### src/rtl/frame_sequencer.sv
// frame_sequencer
//   Audio frame counter. A prescaler divides clk down to STEPRATE; each
//   prescaler expiry ("tick") completes one step of a 4-step (mode 0) or
//   5-step (mode 1) sequence and emits the quarter/half-frame enables for the
//   step that just finished. Mode 0 also raises a level frame interrupt when
//   it completes step 3, unless the IRQ is inhibited.
//
// Parameters
//   CLKRATE   system clock rate in Hz
//   STEPRATE  step rate in Hz; CLKRATE/STEPRATE must be >= 2
//
// Ports
//   clk            system clock
//   rst_n          asynchronous active-low reset
//   wr_strobe      one-cycle mode register write
//   mode_in        write data: 0 = 4-step, 1 = 5-step
//   inhibit_in     write data: 1 = frame IRQ inhibited
//   irq_ack        one-cycle IRQ acknowledge
//   quarter_frame  registered one-cycle quarter-frame enable
//   half_frame     registered one-cycle half-frame enable
//   frame_irq      registered level frame interrupt
//   step           current step index (0..3 or 0..4)
module frame_sequencer #(
  parameter int CLKRATE  = 1_790_000,
  parameter int STEPRATE = 240
) (
  input  logic       clk,
  input  logic       rst_n,
  input  logic       wr_strobe,
  input  logic       mode_in,
  input  logic       inhibit_in,
  input  logic       irq_ack,
  output logic       quarter_frame,
  output logic       half_frame,
  output logic       frame_irq,
  output logic [2:0] step
);

  localparam int            PRESCALE = CLKRATE / STEPRATE;
  localparam int            PW       = $clog2(PRESCALE);
  localparam logic [PW-1:0] RELOAD   = PW'(PRESCALE - 1);

  logic [PW-1:0] presc;
  logic          mode;
  logic          inhibit;

  // Step-completion decode, all relative to the step being left at this tick.
  logic       tick;
  logic [2:0] last_step;
  logic [2:0] step_nxt;
  logic       ev_q;
  logic       ev_h;
  logic       irq_set;
  logic       irq_clr;

  always_comb begin
    tick      = (presc == '0);
    last_step = mode ? 3'd4 : 3'd3;
    step_nxt  = (step == last_step) ? 3'd0 : step + 3'd1;
    // Every step emits Q except step 3 of the 5-step sequence.
    ev_q      = !(mode && step == 3'd3);
    // H on step 1 and on the final step of either sequence.
    ev_h      = (step == 3'd1) || (step == last_step);
    // A write on a tick edge discards the tick, so it cannot set the IRQ.
    irq_set   = tick && !wr_strobe && !mode && !inhibit && (step == 3'd3);
    irq_clr   = irq_ack || (wr_strobe && inhibit_in);
  end

  always_ff @(posedge clk or negedge rst_n) begin
    if (!rst_n) begin
      presc         <= RELOAD;
      step          <= 3'd0;
      mode          <= 1'b0;
      inhibit       <= 1'b0;
      quarter_frame <= 1'b0;
      half_frame    <= 1'b0;
      frame_irq     <= 1'b0;
    end else begin
      quarter_frame <= 1'b0;
      half_frame    <= 1'b0;

      if (wr_strobe) begin
        // Restart timing; 5-step mode fires Q+H straight away.
        presc         <= RELOAD;
        step          <= 3'd0;
        mode          <= mode_in;
        inhibit       <= inhibit_in;
        quarter_frame <= mode_in;
        half_frame    <= mode_in;
      end else if (tick) begin
        presc         <= RELOAD;
        step          <= step_nxt;
        quarter_frame <= ev_q;
        half_frame    <= ev_h;
      end else begin
        presc <= presc - 1'b1;
      end

      // Set beats clear so an ack coinciding with a step-3 tick is lost.
      if (irq_set)
        frame_irq <= 1'b1;
      else if (irq_clr)
        frame_irq <= 1'b0;
    end
  end

endmodule

### config.mk
export PLATFORM = sky130hd
export DESIGN_NAME = frame_sequencer
export DESIGN_NICKNAME = d
export VERILOG_FILES = /design/src/rtl/frame_sequencer.sv
export SDC_FILE = /design/constraint.sdc
export NUM_CORES = 1
export LEC_CHECK = 0
export ABC_AREA = 1
export BUFFER_PORTS_ARGS = -buffer_cell sky130_fd_sc_hd__buf_2
export CAP_MARGIN = 20
export CORE_ASPECT_RATIO = 0.9
export CORE_UTILIZATION = 24
export CTS_BUF_LIST = sky130_fd_sc_hd__clkbuf_8
export DETAILED_ROUTE_END_ITERATION = 16
export GPL_TIMING_DRIVEN = 0
export HOLD_SLACK_MARGIN = 0.12
export PLACE_DENSITY = 0.42
export SYNTH_ARGS = -nofsm -noshare
export SYNTH_HDL_FRONTEND = slang
export SYNTH_SLANG_ARGS = --single-unit
### constraint.sdc
create_clock -name clk -period 3.1 [get_ports clk]
set_input_delay 0.465 -clock clk [delete_from_list [all_inputs] [get_ports clk]]
set_output_delay 0.465 -clock clk [all_outputs]
set_load 0.05 [all_outputs]
**After elaboration in Yosys (flattened, before gate mapping)**

Index checks and enable logic that the tools add are counted.
W data, S select, Z words.

- $add $sub $neg: 2
- Equality and inequality tests: 3
- Mux-type cells: 12
- Reductions and logical operators: 15

Operators with widths:

| kind | count |
|---|---|
| $mux W13 | 2 |
| $logic_not A13 Y1 | 1 |
| $sub A13 B1 Y13 const B | 1 |
| $mux W3 | 4 |
| $logic_and A1 B1 Y1 | 6 |
| $mux W1 | 6 |
| $logic_not A1 Y1 | 4 |
| $reduce_bool A2 Y1 | 2 |
| $add A3 B1 Y3 const B | 1 |
| $eq A3 B1 Y1 const B | 1 |
| $eq A3 B2 Y1 const B | 1 |
| $eq A3 B3 Y1 | 1 |
| $logic_or A1 B1 Y1 | 2 |

- Flip-flop bits (word level): 21
- Input bits: 6
- Output and inout port bits: 6
- Word-level logic and storage cells: 39

**Depth between registers and ports, before layout**

- Depth after elaboration: 6
- Depth in mapped cells: 8
- Mapped depth without buffers: 8

**Worst setup path after synthesis**

OpenSTA, ideal clock, no wires.

- Kind: reg-to-reg
- Start point: reg step[0]
- End point: reg step[2]
- Setup time: 77 ps
- Arrival time: 1,387 ps
- Required time: 3,023 ps
- Slack: 1,636 ps
- Stages on the path, launching flop included: 5
- Buffers on the path: 0
- Period minus slack after synthesis: 1,464 ps
- Cells stage by stage: dfrtp_1 ha_1 ha_1 nand3b_1 o21ai_1

- Cells in the longest elaborated chain, start to end: 4
- Elaborated cells between the ends (all ways): 5
- Those cells by class: 1 x add/sub; 1 x eq/ne; 3 x mux

Ends and longest elaborated chain:

| item | line | text |
|---|---|---|
| start, declared | 36 | `output logic [2:0] step` |
| start signal, assigned | 92 | `step <= step_nxt;` |
| $add A3 B1 Y3 / $eq A3 B3 Y1 (equally long branches) | 59 | `step_nxt = (step == last_step) ? 3'd0 : step + 3'd1;` |
| $mux W3 * | 59 |  |
| $mux W3 * | 90 | `end else if (tick) begin` |
| $mux W3 * | 82 | `if (wr_strobe) begin` |

Mark *: on every way between the ends. The rest lies on a longest branch, timed or not. The select of a mux whose other input is x is not followed.
A chain may end at the register's enable or synchronous reset.

**Final worst setup path**

- Start point: reg step[0]
- End point: out step[0]

No word-level cell between the ends.

==> reports/results.txt <==
min cycle time layout: 1.46 ns
setup ws final: 1.64 ns
leading area contributor after synthesis: dfrtp_1
Final Setup Violations: 0
final wirelength: 2160 microns
metal3 WL: 38 microns
clk buf depth: 2
setup tns final: 0 ns
register area share after synthesis: 47.6%
reg2reg end: presc[10]$_DFF_PN1_
post-synthesis register bit count: 21
Placeable Area: 4460 sq um
global-route wire length before repair: 3760 microns
CTS root buffer: clkbuf_8
Avg Cell Area, Syn: 8.29 sq um
DP Wirelength: 1730 microns
port bufs: 11
detailed-route DRC error count: 0
worst-skew pair later-pin latency: 0.26 ns
CP Launch Point: step[0]$_DFFE_PN0P_
Commonest cells post-synth: nand2_1, nor2_1, dfrtp_1
Nets: 162
status: finished clean
Max Cap Violations: 0
hold violation total from the final report: 0
Synthesis Warnings: 0
post-route insts no fill: 212
Post-Syn Nets: 146
share of layout cells above drive strength 1: 25.3%
Setup Fix Bufs, Post-CTS: 0
Vias: 889
ANT nets after route: 0
critical path's top delay family: flip-flops
slowest stage cell, crit path: dfrtp_1
flop-to-flop setup slack: 1.69 ns
dpl cells: 208
number of synthesized flops with an enable pin: 0
Crit. End Element: output pin
metal2 WL: 1010 microns
Synth Flop Type: dfrtp_1
total CTS buffers: 3
Reg clk slew, reported paths: 0.08 ns
Worst Path Arrival: 0.99 ns
GR Util All Layers: 10.1%
gr ovfl total: 0
RSZ-0062 raised after global routing: false
number of global-route vias before repair: 823
hold_buf cts: 0
Starting Density: 25.1%
Top Layer Used: met4
antenna fix cells: 0
largest net degree at the start of global routing: 22
Crit path largest cell delay: 0.44 ns
Post-CTS Resized: 0
Die Ht: 66.8 microns
R2R depth: 8
most common cell in the synthesized netlist: nand2_1
Layout fillers: 494
Layout area overhead: 16.0%
wire per inst: 10.2 microns
M1 wire length: 1070 microns
f_max: 685 MHz
CP Launch Type: register
Reg2Reg Launch Point: presc[0]$_DFF_PN1_
ys async rst share: 100%
Core Rows: 23
H-tree Lvls: 1
Final Skew: 0.00369 ns
crit path max fanout: 6
crit-path cells: buf_2
measured slew at the worst slew-check pin: 0.462 ns
hold_ws: 0.145 ns
Final period util: 47.1%
via density per instance: 4.19
Max VDD drop: 0.000128 V
Crit path required time: 2.63 ns
Min-Delay Path Class: input port to asynchronous set/reset pin
Slew HR: 69.2%
dpl ws: 1.68 ns
routability cong.: 0.819
die width: 74 microns
WP buf/inv: 1
post-synth top area share: 33.5%
CTS tree: built
mapped cell area: 1120 sq um
CP Class: register to output pin
Synth cell types: 22
Final Max Tran Viols: 0
CP endpoint: step[0]
die area: 4940 sq um
leakage: 0.000596 uW
cell count after synthesis: 135
# IOs: 12
most area-consuming cells after synthesis: dfrtp_1, dfstp_2, nand2_1
# clock sinks: 21
DR pass1 iterations: 4
Pwr per Cell Area: 422 nW/um^2
Initial DRC Count: 50
CP Depth: 1
initial antenna violation count: 0
## report_power, final
| group | total, uW | internal, uW | leakage (uW) | switching (uW) |
|---|---|---|---|---|
| combinational | 68.3 | 22.0 | 0.000306 | 46.3 |
| clock | 180 | 89.5 | 0.0000255 | 90.3 |
| sequential | 300 | 289 | 0.000264 | 10.7 |
## cell type report
type	instances	area [sq um]	share of cell area, %
Inverter	16	62.6	4.82
Clock buffer	3	41.3	3.18
Sequential cell	21	533	41.0
Multi-Input combinational cell	98	524	40.4
Timing Repair Buffer	11	55.1	4.24
Clock inverter	1	5.00	0.385
Tap cell	62	77.6	5.97
## registers in the layout, indices dropped and copies added, names as in the netlist
name	count
half_frame	1
frame_irq	1
step	3
quarter_frame	1
inhibit	1
mode	1
presc	13
## metal layers
metal | GRT usage, % | vias to the layer above
li1 | - | 462
met1 | 14.0 | 409
met2 | 15.3 | 14
met3 | 1.36 | 4
met4 | 5.05 | 0
met5 | 0 | -
## worst min-delay path by stage
stage          cells after the start          startpoint  slack, ns               endpoint
2_1_floorplan                      0               rst_n       0.17  frame_irq$_DFFE_PN0P_
3_3_place_gp                       1  presc[0]$_DFF_PN1_       0.45     presc[0]$_DFF_PN1_
3_5_place_dp                       1  presc[0]$_DFF_PN1_       0.45     presc[0]$_DFF_PN1_
4_1_cts                            1               rst_n       0.17     presc[7]$_DFF_PN0_
5_1_grt                            1               rst_n       0.17  frame_irq$_DFFE_PN0P_
6_report                           1               rst_n       0.15  frame_irq$_DFFE_PN0P_
## cell usage in the layout, fill, tap and decap left out, drive strengths merged
| cell | netlist | final |
|---|---|---|
| ha | 5 | 5 |
| o21ai | 7 | 7 |
| or2 | 2 | 2 |
| dfstp | 6 | 6 |
| dfrtp | 15 | 15 |
| nor2 | 25 | 25 |
| clkinv | 0 | 1 |
| buf | 0 | 11 |
| nand3b | 3 | 3 |
| nand4 | 2 | 2 |
| nand2 | 32 | 32 |
| inv | 16 | 16 |
| clkbuf | 0 | 3 |
| a21oi | 4 | 4 |
| xnor2 | 2 | 2 |
| nor3 | 4 | 4 |
| nand3 | 12 | 12 |
## logic make-up after synthesis
kind of cell / synth area share, %
AOI/OAI and AO/OA: 4.92
xor gates and xnor gates: 1.56
adders and majority gates: 5.59
buffers and inverters: 5.59
DFF: 47.6
and+or+nand+nor: 34.7
## metrics by stage
stage	instance area, sq um	power, uW	utilization, %
2_1_floorplan	1120	352	-
3_3_place_gp	1250	374	28.1
3_5_place_dp	1250	375	28.1
4_1_cts	1300	560	29.1
5_1_grt	1300	577	29.1
6_report	1300	548	29.1
Power figures use the tool's default switching activity.
